$ cat src/rtl/rf_ctrl_pkg.sv
// Shared register-file control types: write-back arbitration states and
// the write-port payload record.
package rf_ctrl_pkg;

  localparam int RF_ADDR_W = 5;
  localparam int RF_DATA_W = 32;
  localparam int X0_ADDR   = 0;

  typedef enum logic {
    PRIO_LSU = 1'b0,
    PRIO_ALU = 1'b1
  } wb_state_t;

  typedef struct packed {
    logic [RF_ADDR_W-1:0] addr;
    logic [RF_DATA_W-1:0] data;
  } rf_wr_t;

endpackage

$ cat src/rtl/wb_wait_counter.sv
// Saturating count of consecutive cycles the ALU lost write-port arbitration.
// sat_o looks one edge ahead so the priority flip lands with the last loss.
module wb_wait_counter #(
  parameter  int MAX_WAIT = 3,
  localparam int CNT_W    = $clog2(MAX_WAIT + 1)
) (
  input  logic clk,
  input  logic RST,
  input  logic inc_i,
  input  logic clr_i,
  output logic sat_o
);

  logic [CNT_W-1:0] cnt_q;
  logic [CNT_W-1:0] cnt_d;

  always_comb begin
    cnt_d = cnt_q;
    if (clr_i) begin
      cnt_d = '0;
    end else if (inc_i && (cnt_q != CNT_W'(MAX_WAIT))) begin
      cnt_d = cnt_q + CNT_W'(1);
    end
  end

  assign sat_o = (cnt_d == CNT_W'(MAX_WAIT));

  always_ff @(posedge clk or posedge RST) begin
    if (RST) begin
      cnt_q <= '0;
    end else begin
      cnt_q <= cnt_d;
    end
  end

endmodule

$ cat src/rtl/regfile_wb_arbiter.sv
// Shares the register file's single write port between the ALU result path
// and the LSU load-return path; x0 writes are absorbed without a grant.
module regfile_wb_arbiter
  import rf_ctrl_pkg::*;
#(
  parameter int DATA_W   = 32,
  parameter int ADDR_W   = 5,
  parameter int MAX_WAIT = 3
) (
  input  logic              clk,
  input  logic              RST,
  input  logic              alu_valid,
  output logic              alu_ready,
  input  logic [ADDR_W-1:0] alu_rd_addr,
  input  logic [DATA_W-1:0] alu_rd_data,
  input  logic              lsu_valid,
  output logic              lsu_ready,
  input  logic [ADDR_W-1:0] lsu_rd_addr,
  input  logic [DATA_W-1:0] lsu_rd_data,
  output logic [ADDR_W-1:0] o_rd_addr,
  output logic [DATA_W-1:0] o_rd_data,
  output logic              o_rd_wren,
  output logic              o_last_lsu
);

  wb_state_t         state_q, state_d;
  logic              alu_x0, lsu_x0;
  logic              alu_req, lsu_req;
  logic              grant_alu, grant_lsu;
  logic              alu_sat;
  logic [ADDR_W-1:0] rd_addr_q;
  logic [DATA_W-1:0] rd_data_q;
  logic              rd_wren_q;
  logic              last_lsu_q;

  assign alu_x0  = (alu_rd_addr == ADDR_W'(X0_ADDR));
  assign lsu_x0  = (lsu_rd_addr == ADDR_W'(X0_ADDR));
  assign alu_req = alu_valid && !alu_x0;
  assign lsu_req = lsu_valid && !lsu_x0;

  // Only non-x0 requests compete; the state decides a conflict.
  assign grant_alu = !RST && alu_req && (!lsu_req || (state_q == PRIO_ALU));
  assign grant_lsu = !RST && lsu_req && (!alu_req || (state_q == PRIO_LSU));

  assign alu_ready = !RST && (alu_x0 || grant_alu);
  assign lsu_ready = !RST && (lsu_x0 || grant_lsu);

  wb_wait_counter #(
    .MAX_WAIT (MAX_WAIT)
  ) u_wait_cnt (
    .clk   (clk),
    .RST   (RST),
    .inc_i (alu_req && !grant_alu),
    .clr_i (alu_valid && alu_ready),
    .sat_o (alu_sat)
  );

  always_comb begin
    state_d = state_q;
    case (state_q)
      PRIO_LSU: if (alu_sat)   state_d = PRIO_ALU;
      PRIO_ALU: if (grant_alu) state_d = PRIO_LSU;
      default:                 state_d = PRIO_LSU;
    endcase
  end

  always_ff @(posedge clk or posedge RST) begin
    if (RST) begin
      state_q <= PRIO_LSU;
    end else begin
      state_q <= state_d;
    end
  end

  // Write-port register: one-cycle write enable, payload holds between writes.
  always_ff @(posedge clk or posedge RST) begin
    if (RST) begin
      rd_addr_q  <= '0;
      rd_data_q  <= '0;
      rd_wren_q  <= 1'b0;
      last_lsu_q <= 1'b0;
    end else begin
      rd_wren_q <= grant_alu || grant_lsu;
      if (grant_lsu) begin
        rd_addr_q  <= lsu_rd_addr;
        rd_data_q  <= lsu_rd_data;
        last_lsu_q <= 1'b1;
      end else if (grant_alu) begin
        rd_addr_q  <= alu_rd_addr;
        rd_data_q  <= alu_rd_data;
        last_lsu_q <= 1'b0;
      end
    end
  end

  assign o_rd_addr  = rd_addr_q;
  assign o_rd_data  = rd_data_q;
  assign o_rd_wren  = rd_wren_q;
  assign o_last_lsu = last_lsu_q;

endmodule

$ cat config.mk
export PLATFORM = sky130hd
export DESIGN_NAME = regfile_wb_arbiter
export DESIGN_NICKNAME = d
export VERILOG_FILES = /design/src/rtl/rf_ctrl_pkg.sv /design/src/rtl/wb_wait_counter.sv /design/src/rtl/regfile_wb_arbiter.sv
export SDC_FILE = /design/constraint.sdc
export NUM_CORES = 1
export LEC_CHECK = 0
export CORE_MARGIN = 2
export CORE_UTILIZATION = 45
export DETAILED_ROUTE_END_ITERATION = 6
export PLACE_DENSITY = 0.87
export SYNTH_ARGS = -nofsm -noshare
export SYNTH_HDL_FRONTEND = slang
export SYNTH_HIERARCHICAL = 1
export SYNTH_SLANG_ARGS = --single-unit
$ cat constraint.sdc
create_clock -name clk -period 3.3 [get_ports clk]
set_clock_uncertainty 0.05 [all_clocks]
set_input_delay 0.66 -clock clk [delete_from_list [all_inputs] [get_ports clk]]
set_output_delay 0.66 -clock clk [all_outputs]
set_load 0.005 [all_outputs]
After elaboration in Yosys (flattened, before gate mapping):

Cells that the tools add are included.

* $add $sub $neg: 1
* equal/unequal tests: 2
* muxes and demuxes: 11
* bitwise operators: 1
* reduce and logical (&&, ||, !) cells: 25

Operators by type and width (count)
* $mux W32: 2
* $logic_and A1 B1 Y1: 11
* $logic_not A5 Y1: 2
* $mux W5: 2
* $logic_not A1 Y1: 6
* $logic_or A1 B1 Y1: 5
* $mux W1: 4
* $mux W2: 2
* $add A2 B1 Y2 const B: 1
* $eq A2 B2 Y1 const B: 1
* $ne A2 B2 Y1 const B: 1
* $pmux W1 S2: 1
* $reduce_bool A2 Y1: 1
* $not A1 Y1: 1

* register bits after elaboration: 42
* input port bits: 78
* output and inout bits: 41
* word-level logic and storage cells: 46

Depth between registers and ports, before layout:

* depth in word-level cells: 14
* mapped depth: 9
* mapped depth without buffers: 9

Modules after synthesis:

The synthesis kept the hierarchy.

Modules (own cells, without submodules)
* regfile_wb_arbiter: times used 1, cells each 241, area an instance 2397.3 um2, seq. area each 1001.0 um2
* wb_wait_counter: times used 1, cells each 12, area an instance 126.4 um2, seq. area each 50.0 um2

Least setup slack after synthesis:

No wires, ideal clock.

* kind: input port to flip-flop
* from: input port RST
* to: register state_q
* library setup time: 0.077 ns
* data arrival time: 2.437 ns
* data required time: 3.173 ns
* slack: 0.735 ns
* stages: 8
* path buffers: 0
* path through: inv_1 -> o21ai_0 -> and3_1 -> nor2b_4 -> nand3b_1 -> a21oi_1 -> nor2_1 -> a21oi_1

* word-level cells in the longest chain between the ends: 11
* elaborated cells on any way between the ends: 15
* classes of those cells: eq/ne: 1; mux: 5; reduce/logical: 9

Ends and longest elaborated chain
* start: declaration: line regfile_wb_arbiter.sv:11 `input logic RST,`
* $logic_not A1 Y1 (no line) (*)
* $logic_and A1 B1 Y1 (2 in a row): line regfile_wb_arbiter.sv:42 `assign grant_alu = !RST && alu_req && (!lsu_req || (state_q == PRIO_ALU));`
* $logic_not A1 Y1: line regfile_wb_arbiter.sv:53 `.inc_i (alu_req && !grant_alu),`
* $logic_and A1 B1 Y1: line regfile_wb_arbiter.sv:53
* $logic_and A1 B1 Y1: line wb_wait_counter.sv:21 `end else if (inc_i && (cnt_q != CNT_W'(MAX_WAIT))) begin`
* $mux W2: line wb_wait_counter.sv:21
* $mux W2 (*): line wb_wait_counter.sv:19 `if (clr_i) begin`
* $eq A2 B2 Y1 (*): line wb_wait_counter.sv:26 `assign sat_o = (cnt_d == CNT_W'(MAX_WAIT));`
* named net alu_sat: line regfile_wb_arbiter.sv:30 `logic alu_sat;`
* $mux W1 (*): line regfile_wb_arbiter.sv:61 `PRIO_LSU: if (alu_sat) state_d = PRIO_ALU;`
* $pmux W1 S2 (*): line regfile_wb_arbiter.sv:60 `case (state_q)`
* named net state_d: line regfile_wb_arbiter.sv:26 `wb_state_t state_q, state_d;`
* end signal: assignment: line regfile_wb_arbiter.sv:71 `state_q <= state_d;`
* end: declaration: line regfile_wb_arbiter.sv:26

The timed path passes the listed nets; every way through them passes the cells marked *.
A chain may end at the register's enable or synchronous reset.

Worst setup path after layout:

* from: input port alu_rd_addr[3]
* to: register rd_addr_q[0] (netlist: o_rd_addr[0])

* word-level cells in the longest chain between the ends: 7
* elaborated cells on any way between the ends: 10
* classes of those cells: mux: 1; reduce/logical: 9

Ends and longest elaborated chain
* start: declaration: line regfile_wb_arbiter.sv:14 `input logic [ADDR_W-1:0] alu_rd_addr,`
* $logic_not A5 Y1 (*): line regfile_wb_arbiter.sv:36 `assign alu_x0 = (alu_rd_addr == ADDR_W'(X0_ADDR));`
* $logic_not A1 Y1 (*): line regfile_wb_arbiter.sv:38 `assign alu_req = alu_valid && !alu_x0;`
* $logic_and A1 B1 Y1 (*): line regfile_wb_arbiter.sv:38
* $logic_not A1 Y1: line regfile_wb_arbiter.sv:43 `assign grant_lsu = !RST && lsu_req && (!alu_req || (state_q == PRIO_LSU));`
* $logic_or A1 B1 Y1: line regfile_wb_arbiter.sv:43
* $logic_and A1 B1 Y1: line regfile_wb_arbiter.sv:43
* $mux W5 or $reduce_bool A2 Y1 (tied branches)
* end signal: assignment: line regfile_wb_arbiter.sv:85 `rd_addr_q <= lsu_rd_addr;`
* end signal: assignment: line regfile_wb_arbiter.sv:89 `rd_addr_q <= alu_rd_addr;`
* end: declaration: line regfile_wb_arbiter.sv:31 `logic [ADDR_W-1:0] rd_addr_q;`

Mark *: on every way between the ends. The rest lies on a longest branch, timed or not.

==> qor.csv <==
stage,metric,value,unit
setup_path,CP peak stage delay,0.98,ns
hold_path,Hold EP,state_q,
global_routing,GRT Total Usage,23.4,%
pwr,Pint,1.22,mW
hold_path,hold path depth,1,
global_routing,largest net degree at the start of global routing,41,
placed_design,half-perimeter wire length after placement,5080,um
pwr,clock power share,22.2,%
placed_design,routability cong.,0.757,
synthesis,Synth area leader,dfrtp_1,
job,number of max-cap violations,0,
sta,Final Max Slew Viols,0,
route,Via density,5.71,
synthesis,ranking of synthesized cells by area,"dfrtp_1, nor3_2, nand3_1",
setup_path,CP Data Arrival Time,3.21,ns
floorplan,Die ar.,6220,um^2
setup_path,Critical Path RT,3.40,ns
synthesis,number of distinct library cells after synthesis,35,
pwr,VDD IR max,0.207,mV
setup_path,reg2reg start,state_q,
synthesis,Yosys warnings,6,
synthesis,Synth Register Bits,42,
setup_path,worst path bufs/invs,3,
setup_path,reg2reg end,o_rd_data[12],
setup_path,CP max stage cell,a211oi_4,
sta,Final Hold Vio Count,0,
setup_path,"CP delay by family, top",compound AO/OA/AOI/OAI gates,
sta,Tmin final,3.12,ns
route,"wirelength, routed",7410,um
pwr,Reg power frac,38.6,%
setup_path,flop-to-flop setup slack,1.72,ns
clock_network,CTS buffer count,5,
setup_path,CP cell instances,"clkdlybuf4s50_1, nor4_4, buf_4, a211oi_4, nand2b_2, buf_4, a31oi_1",
setup_path,CP Capture Type,flip-flop,
synthesis,Yosys top cell area share,41.6,%
pwr,Power per Cell Area,468,nW/um^2
layout,Finished Layout Cells,437,
floorplan,Initial Util,46.1,%
clock_network,htree depth,2,
route,via count,2496,
setup_path,critical path depth,7,
floorplan,Core Region,5470,um^2
global_routing,vias in the first global route,2530,
layout,Layout fillers,444,
clock_network,Clock transition at path regs,0.08,ns
pwr,Sw Ratio,31.5,%
placed_design,PortBufs,118,
synthesis,post-synthesis sequential area ratio,41.6,%
setup_path,critical path type,in2reg,
synthesis,Mapped Cells,253,
hold_path,HP Start,state_q,
synthesis,mapped cell area,2520,um^2
setup_path,Worst Path Max Fanout,25,
layout,register area,1050,um^2
clock_network,CTS tree,yes,
route,1st-iter DRT viols,132,
sta,Worst-Margin Slew,1.20,ns
layout,Final #Nets,443,
pwr,Comb pwr share,39.2,%
clock_network,clock buffer depth,2,
layout,Area Overhead vs Synth,51.2,%
route,WL per Instance,16.9,um
clock_network,"Clk Latency, worst-skew pair",0.28,ns
sta,fmax,321,MHz
setup_path,CP startpoint kind,input port,
floorplan,die height,78.9,um
synthesis,Synth Net Count,332,
sta,Rel. slew slack,19.6,%
floorplan,num ports,119,
sta,fin crit share,94.4,%
route,residual DRC count,0,
pwr,sw power,564,uW
clock_network,total setup buffers inserted after CTS,0,
route,remaining antenna violation count,0,
floorplan,# rows,27,
layout,post-layout util,69.7,%
route,Pre-Repair DR Iteration Count,4,
global_routing,initial antenna violation count,0,
pwr,Leak,1.37,nW
sta,final count of negative-setup-slack endpoints,0,
global_routing,first-pass GRT wire length,11700,um
setup_path,R2R cell count,5,
setup_path,most frequent CP cell,buf_4,
hold_path,Tightest Hold Check Type,reg2reg,
floorplan,Horiz. Die Dim,78.9,um
layout,layout cells sized above 1,20.0,%
sta,RSZ-0062 raised after global routing,false,
placed_design,Placed Cells,429,
global_routing,global route total overflow,0,
clock_network,CTS root buffer,clkbuf_8,
layout,# diodes,0,
run_status,outcome,"complete, no violations",
synthesis,"Avg Cell Area, Syn",9.97,um^2
clock_network,CTS Sinks,42,
layout,footprint of the multi-input gates,1270,um^2
==> layout make-up <==
| cell class | count | share of cell area (%) |
|---|---|---|
| Clock buffer | 7 | 2.00 |
| Clock inverter | 1 | 0.787 |
| Inverter | 5 | 0.492 |
| Multi-Input combinational cell | 178 | 33.2 |
| Sequential cell | 42 | 27.5 |
| Tap cell | 72 | 2.36 |
| Timing Repair Buffer | 132 | 33.6 |
==> cells in the final DEF, fill, tap and decap left out, types with 2 or more instances in the layout <==
| master | count |
|---|---|
| clkdlybuf4s50_1 | 116 |
| dfrtp_1 | 42 |
| nand3_1 | 37 |
| a31oi_1 | 24 |
| nor3_2 | 22 |
| o21ai_0 | 21 |
| nor3_1 | 15 |
| buf_4 | 14 |
| a31oi_2 | 13 |
| o21ai_1 | 10 |
| o21ai_2 | 9 |
| clkbuf_8 | 5 |
| inv_1 | 4 |
| a21oi_1 | 3 |
| nor2_1 | 3 |
| nand2_1 | 2 |
| clkbuf_1 | 2 |
| dlygate4sd2_1 | 2 |
| nand3b_1 | 2 |
==> how the worst max path moves through the flow <==
stage                   start           end  slack, ns
6_report       alu_rd_addr[3]  o_rd_addr[0]       0.18
5_1_grt        alu_rd_addr[0]  o_rd_addr[4]       0.05
4_1_cts        lsu_rd_addr[2]     lsu_ready       0.21
3_5_place_dp   lsu_rd_addr[2]     alu_ready      -0.14
3_3_place_gp   lsu_rd_addr[2]     alu_ready      -0.12
2_1_floorplan             RST       state_q       0.74
==> Yosys cell counts <==
cell type and instances:
o21ai_0 22, mux2i_1 1, buf_4 1, nor3_1 15
nand3b_1 2, o32ai_1 1, nand2b_1 1, a21oi_1 4
dfrtp_1 42, a21o_1 1, inv_1 5, and3_1 1
nor4_4 1, o21a_1 1, xnor2_1 1, a31oi_2 13
a211oi_1 1, nor2_1 3, o21ai_4 1, o21ai_1 10
ha_1 1, nor3_2 22, buf_2 11, nor2b_1 1
o21ai_2 8, o22ai_1 1, buf_12 1, nand3_1 37
nand2_1 2, a211oi_2 1, buf_6 10, nor2b_4 1
a31oi_1 24, clkbuf_1 5, or4_4 1
==> per-layer routing <==
layer / up-vias / track usage [%] / routed length, um
met1: 1202 / 27.3 / 2970
met4: 0 / 6.38 / 93
met3: 8 / 5.57 / 610
met5: - / 0 / 0
li1: 1171 / - / -
met2: 115 / 43.0 / 3730
==> kinds of logic after synthesis <==
group	count (synthesis)	share of synthesized area, %
and+or+nand+nor	87	23.0
buffers and inverters	33	9.22
xor gates and xnor gates	1	0.347
adders and majority gates	1	0.496
DFF	42	41.6
muxes	1	0.397
AOI/OAI and AO/OA	88	24.9
==> per-stage QoR <==
stage	hold WS, ns	TNS, ns	cell area [um^2]	power [mW]	worst slack, ns
2_1_floorplan	0.351	0	2520	1.05	0.735
4_1_cts	0.469	0	3820	1.80	0.213
3_5_place_dp	0.458	-0.916	3710	1.40	-0.138
3_3_place_gp	0.448	-1.42	3710	1.38	-0.119
5_1_grt	0.493	0	3820	1.89	0.0522
6_report	0.469	0	3820	1.79	0.184
==> power by group through the flow <==
stage	clock network, mW	logic [mW]	registers, mW
after floorplan	0	0.351	0.699
after global placement	0	0.688	0.692
after detailed placement	0	0.704	0.699
after CTS	0.409	0.706	0.690
after global routing	0.430	0.762	0.703
final	0.397	0.701	0.689
==> repair_timing <==
| item | in CTS | in global routing |
|---|---|---|
| gates resized for setup | 4 | 0 |
| endpoints found under the hold margin | 0 | 0 |
| setup endpoints to repair | 2 | 0 |
| hold buffers | 0 | 0 |
==> sequential cells by signal (all words and copies together), names as in the netlist <==
signal,count
o_rd_addr,5
o_last_lsu,1
u_wait_cnt/cnt_q,2
o_rd_data,32
state_q,1
o_rd_wren,1
Power figures use the tool's default switching activity.
